### config.mk
export PLATFORM = sky130hd
export DESIGN_NAME = pci_cfg_master
export DESIGN_NICKNAME = d
export VERILOG_FILES = /design/src/rtl/pci_pkg.sv /design/src/rtl/pci_cfg_master.sv
export SDC_FILE = /design/constraint.sdc
export NUM_CORES = 1
export LEC_CHECK = 0
export CAP_MARGIN = 0
export CORE_MARGIN = 4
export CORE_UTILIZATION = 41
export CTS_BUF_LIST = sky130_fd_sc_hd__clkbuf_16
export DETAILED_ROUTE_END_ITERATION = 10
export PLACE_DENSITY_LB_ADDON = 0.3
export SYNTH_ARGS = -nofsm -noshare
export SYNTH_HDL_FRONTEND = slang
export SYNTH_SLANG_ARGS = --single-unit
export TNS_END_PERCENT = 20
### constraint.sdc
create_clock -name clk -period 3.4 [get_ports clk]
set_input_delay 0.85 -clock clk [delete_from_list [all_inputs] [get_ports clk]]
set_output_delay 0.85 -clock clk [all_outputs]
set_load 0.02 [all_outputs]
### src/rtl/pci_pkg.sv
// Shared PCI configuration definitions: completion status codes and the
// dword offsets of the configuration registers used by the host software.
package pci_pkg;

  // Completion status reported with every configuration response.
  typedef enum logic [1:0] {
    CFG_ST_OK      = 2'd0,
    CFG_ST_WERR    = 2'd1,
    CFG_ST_TIMEOUT = 2'd2
  } cfg_status_t;

  // Dword indices into configuration space.
  localparam logic [5:0] CFG_VENDOR_DEVICE  = 6'd0;
  localparam logic [5:0] CFG_COMMAND_STATUS = 6'd1;
  localparam logic [5:0] CFG_REV_CLASS      = 6'd2;
  localparam logic [5:0] CFG_BAR0           = 6'd4;

endpackage

### src/rtl/pci_cfg_master.sv
// PCI configuration master: accepts one host request at a time, drives it onto
// the responder config port, waits for completion, lets the responder drop
// cfg_done, then returns one response.
// Optional feature: define PCI_CFG_MASTER_TIMEOUT_EN to abort a transfer after
// TIMEOUT_CYCLES cycles without cfg_done (response data all ones, TIMEOUT).
//
// Handshakes: a request transfers on a rising edge where req_valid && req_ready;
// a response transfers on a rising edge where rsp_valid && rsp_ready. A valid
// side holds its payload stable until the transfer; ready never depends on the
// same cycle's valid of the other channel.
module pci_cfg_master
  import pci_pkg::*;
#(
  parameter int unsigned TIMEOUT_CYCLES = 16
) (
  input  logic        clk,
  input  logic        rst,
  input  logic        req_valid,
  output logic        req_ready,
  input  logic        req_iswrite,
  input  logic [5:0]  req_offset,
  input  logic [31:0] req_wdata,
  input  logic [3:0]  req_be,
  output logic        rsp_valid,
  input  logic        rsp_ready,
  output logic [31:0] rsp_rdata,
  output cfg_status_t rsp_status,
  output logic        cfg_enable,
  output logic        cfg_iswrite,
  output logic [5:0]  cfg_offset,
  output logic [31:0] cfg_write_val,
  output logic [3:0]  cfg_be,
  input  logic [31:0] cfg_read_val,
  input  logic        cfg_done,
  input  logic        cfg_w_err,
  output logic [1:0]  dbg_state
);

  typedef enum logic [1:0] {
    IDLE    = 2'd0,
    ISSUE   = 2'd1,
    RELEASE = 2'd2,
    RESP    = 2'd3
  } state_t;

  state_t      state;
  state_t      state_next;
  logic        cap_en;
  logic [31:0] cap_rdata;
  cfg_status_t cap_status;

  if (TIMEOUT_CYCLES < 2 || TIMEOUT_CYCLES > 255) begin : g_bad_timeout
    $error("pci_cfg_master: TIMEOUT_CYCLES must be in 2..255");
  end

`ifdef PCI_CFG_MASTER_TIMEOUT_EN
  localparam logic [7:0] TMO_LAST = 8'(TIMEOUT_CYCLES - 1);
  logic [7:0] tmo_cnt;
`endif

  assign dbg_state = state;

  // State register.
  always_ff @(posedge clk or posedge rst) begin
    if (rst) state <= IDLE;
    else     state <= state_next;
  end

  // Next state, handshake/strobe outputs and completion capture selection.
  always_comb begin
    state_next = state;
    req_ready  = 1'b0;
    cfg_enable = 1'b0;
    rsp_valid  = 1'b0;
    cap_en     = 1'b0;
    cap_rdata  = 32'h0;
    cap_status = CFG_ST_OK;
    unique case (state)
      IDLE: begin
        req_ready = 1'b1;
        if (req_valid) state_next = ISSUE;
      end
      ISSUE: begin
        cfg_enable = 1'b1;
        if (cfg_done) begin
          cap_en     = 1'b1;
          cap_rdata  = cfg_iswrite ? 32'h0 : cfg_read_val;
          cap_status = cfg_w_err ? CFG_ST_WERR : CFG_ST_OK;
          state_next = RELEASE;
        end
`ifdef PCI_CFG_MASTER_TIMEOUT_EN
        else if (tmo_cnt == TMO_LAST) begin
          cap_en     = 1'b1;
          cap_rdata  = 32'hFFFF_FFFF;
          cap_status = CFG_ST_TIMEOUT;
          state_next = RELEASE;
        end
`endif
      end
      RELEASE: begin
        // Wait for the responder to drop done so it is not mistaken for the
        // completion of the next request.
        if (!cfg_done) state_next = RESP;
      end
      RESP: begin
        rsp_valid = 1'b1;
        if (rsp_ready) state_next = IDLE;
      end
      default: state_next = IDLE;
    endcase
  end

  // Request capture on handshake; fields stay on the config port afterwards.
  always_ff @(posedge clk or posedge rst) begin
    if (rst) begin
      cfg_iswrite   <= 1'b0;
      cfg_offset    <= 6'h0;
      cfg_write_val <= 32'h0;
      cfg_be        <= 4'h0;
    end else if (state == IDLE && req_valid) begin
      cfg_iswrite   <= req_iswrite;
      cfg_offset    <= req_offset;
      cfg_write_val <= req_wdata;
      cfg_be        <= req_be;
    end
  end

  // Response capture; held stable until the host takes it.
  always_ff @(posedge clk or posedge rst) begin
    if (rst) begin
      rsp_rdata  <= 32'h0;
      rsp_status <= CFG_ST_OK;
    end else if (cap_en) begin
      rsp_rdata  <= cap_rdata;
      rsp_status <= cap_status;
    end
  end

`ifdef PCI_CFG_MASTER_TIMEOUT_EN
  // Counts ISSUE cycles without done; restarted for every accepted request.
  always_ff @(posedge clk or posedge rst) begin
    if (rst) begin
      tmo_cnt <= 8'h0;
    end else if (state == IDLE && req_valid) begin
      tmo_cnt <= 8'h0;
    end else if (state == ISSUE && !cfg_done) begin
      tmo_cnt <= tmo_cnt + 8'h1;
    end
  end
`endif

endmodule

After elaboration in Yosys (flattened, before gate mapping):

Cells that the tools add are included.

* muxes and demuxes: 16
* reductions and logical operators: 3
* eq/ne operators: 7

Operators with widths (count)
* $mux 32: 3
* $mux 1: 8
* $mux 2: 4
* $ne 2x2->1 const B: 4
* $pmux 2 s4: 1
* $eq 2x2->1 const B: 2
* $reduce_and 4->1: 1
* $eq 2x1->1 const B: 1
* $logic_not 2->1: 1
* $logic_and 1x1->1: 1

* register bits after elaboration: 79
* word-level logic and storage cells: 33
* input port bits: 81

Depth between registers and ports, before layout:

* depth after elaboration: 3
* mapped depth: 7
* gate-level depth less buffers: 5

Least setup slack after synthesis:

Ideal clock, no wire load.

* kind: register to output
* start: register state[0] (netlist: dbg_state[0])
* end: output req_ready
* slack: 1.614 ns
* stages on the path, launching flop included: 3
* arrival: 0.936 ns
* required time: 2.550 ns
* path through: dfrtp_1 inv_1 ha_1

* longest elaborated chain between the ends: 2

RTL lines
* from (decl): line pci_cfg_master.sv:46 `state_t state;`
* from (signal assigned): line pci_cfg_master.sv:66 `else state <= state_next;`
* $logic_not 2->1: line pci_cfg_master.sv:78 `unique case (state)`
* $mux 1: line pci_cfg_master.sv:78
* to (decl): line pci_cfg_master.sv:19 `output logic req_ready,`

Every way passes these cells.

Final worst setup path:

Ends and elaborated chain as after synthesis.

==> run_results.csv <==
group,metric,value,unit
synth,synth.distinct_cells,20,
timing,finalHoldViolations,0,
timing,setup_viol,0,
grt,grt_pass1_vias,2519,
grt,grtUsageTotal,17.0,%
synth,ys_top_cells_by_area,"dfrtp_1 58%, mux2_4 18%, nand2b_1 6.5%, nand2_1 3.8%, o21ai_1 2.7%",
critical_path,crit_fanout,4,
synth,synth_warnings,0,
cts,cts_hold_buffers,0,
power_and_ir_drop,p_per_area,998,nW/um^2
finish,syn2layout_area_growth,58.9,%
critical_path,crit_path_start_kind,"register",
synth,synth_top_cell_by_area,"dfrtp_1",
run_status,status,"finished clean",
critical_path,end_kind,"output port",
finish,final_nets,501,
synth,yosys_register_bits,78,
drt,drtPass1Iterations,4,
power_and_ir_drop,ir_drop,0.000604,V
timing,period_needed,2.64,ns
critical_path,arrival,1.79,ns
timing,fin_tns_setup,0,ns
finish,fin_util,68.0,%
place,portBuffers,161,
cts,clockBufferDepth,2,
cts,post_cts_resized,0,
critical_path,worstPathCellList,"inv_1 -> ha_1 -> clkdlybuf4s50_1",
critical_path,worstPathRequired,2.55,ns
power_and_ir_drop,cellLeakagePower,0.00243,uW
grt,grt_max_degree,42,
cts,clock_sinks,78,
die,coreArea,7850,um^2
grt,gr-total-overflow,0,
timing,finClkSkew,0.00572,ns
cts,cts_max_level,3,
min_path,min_path_type,"register to register",
place,hpwlAfterDp,6070,um
die,rows,32,
synth,synth.top_cell.area_share,58.1,%
synth,avgSynthCellArea,13.3,um^2
finish,layout.cells.non_filler,521,
timing,slew_viol_final,0,
die,initial_core_util,42.8,%
cts,clkTransAtPathRegs,0.06,ns
cts,post-cts-setup-buffers,0,
timing,finalCritPeriodShare,77.5,%
critical_path,crit_family,"buffers and inverters",
drt,drc_errors,0,
drt,routed_wl,8180,um
synth,synth_area,3360,um^2
drt,drt-initial-drc-count,33,
timing,rsz0062_at_grt,"false",
critical_path,path_class,"register to output port",
cts,numCtsBuffers,9,
synth,synth-seq-area-share,58.1,%
finish,drive_gt1_share,15.5,%
synth,syn_nets,339,
timing,worst_pin_slew,0.666,ns
flow_run,cap_violations,0,
synth,synth_cells,253,
grt,grt_pass1_wl,13100,um
drt,route.detailed.wl_per_inst,15.7,um
drt,vias_per_cell,4.52,
critical_path,slowest_stage,"clkdlybuf4s50_1",
die,fp.dieW,98.5,um
drt,num_vias,2356,
timing,timing.hold.ws,0.474,ns
finish,diodes,0,
critical_path,crit_buf_inv,2,
critical_path,slowest_delay,0.64,ns
grt,grt_antenna_before_repair,0,
place,place_congestion,0.721,
place,dp.cells,506,
drt,postRouteAntennaNets,0,
timing,slew_headroom,55.6,%
cts,cts_tree,"built",
cts,root_buffer,"clkbuf_16",
die,io_pins,163,
die,die_area,9710,um^2
cts,insertion_delay,0.32,ns
die,die_h,98.5,um
timing,fmax,0.379,GHz
## per-layer routing
layer  vias up  GRT usage [%]  routed length, um
met1      1105           20.3               3300
met4         0           6.93                195
li1       1156              -                  -
met5         -              0                  0
met3        15           3.47                442
met2        80           29.8               4240
## cells in the final DEF, fill, tap and decap left out, drive strengths merged
cell	n
clkdlybuf4s50	161
dfrtp	78
mux2	45
nand2b	35
nand2	35
o21ai	32
clkbuf	9
ha	5
buf	5
inv	4
clkinv	2
nand4	2
bufinv	2
nor2	1
a21boi	1
conb	1
clkinvlp	1
## registers in the layout, summed over array words and instances, names as in the netlist
signal,cells
cfg_be,4
rsp_rdata,32
cfg_iswrite,1
dbg_state,2
rsp_status,1
cfg_write_val,32
cfg_offset,6
## path summary, 6_finish.rpt
path                                          startpoint                           end  slack, ns  cells past startpoint
min in group asynchronous                            rst  cfg_write_val[5]$_DFFE_PP0P_       0.93                      2
max in group asynchronous                            rst     rsp_rdata[18]$_DFFE_PP0P_       1.82                      3
worst min-delay path            rsp_rdata[7]$_DFFE_PP0P_      rsp_rdata[7]$_DFFE_PP0P_       0.47                      2
worst max register to register  dbg_state[0]$_DFFE_PP0P_     cfg_offset[3]$_DFFE_PP0P_       1.51                      5
worst min register to register  rsp_rdata[7]$_DFFE_PP0P_      rsp_rdata[7]$_DFFE_PP0P_       0.47                      2
worst max-delay path            dbg_state[0]$_DFFE_PP0P_                     req_ready       0.76                      3
## worst reg2reg max path, stage by stage, from the launching register on
cell and delay [ns]:
dfrtp_1 0.41, inv_1 0.11, ha_1 0.28, nand2_4 0.36, buf_12 0.27, mux2_2 0.36
## logic make-up after synthesis
logic type	count (synthesis)	synth area share, %
other	1	0.112
buffers and inverters	18	4.28
and+or+nand+nor	73	11.1
adders and majority gates	5	1.86
muxes	45	19.5
AOI/OAI and AO/OA	33	4.99
DFF	78	58.1
## synthesized netlist by cell type, drive strengths merged
cell type / n
dfrtp: 78
clkbuf: 5
nand2: 35
nand2b: 35
ha: 5
o21ai: 32
a21boi: 1
mux2: 45
nor2: 1
buf: 10
inv: 3
nand4: 2
conb: 1
## where the power goes
part	switching (uW)	internal (uW)
logic	1250	1480
registers	250	1380
clock network	343	631
total	1840	3490
## per-stage QoR
stage | power, uW | cell area, um^2 | setup WS, ns
final | 5330 | 5340 | 0.765
after global routing | 5610 | 5340 | 0.668
after CTS | 5390 | 5340 | 0.772
after detailed placement | 4390 | 5030 | 0.941
after global placement | 4320 | 5030 | 0.992
after floorplan | 3180 | 3360 | 0.555
## layout make-up
class                           instances  area, um^2
Inverter                                3        12.5
Multi-Input combinational cell        157        1270
Timing Repair Buffer                  166        1670
Fill cell                             625        2510
Clock inverter                          6        80.1
Clock buffer                            9         225
Sequential cell                        78        1950
Tap cell                              102         128
(Power assumes the default switching activity.)
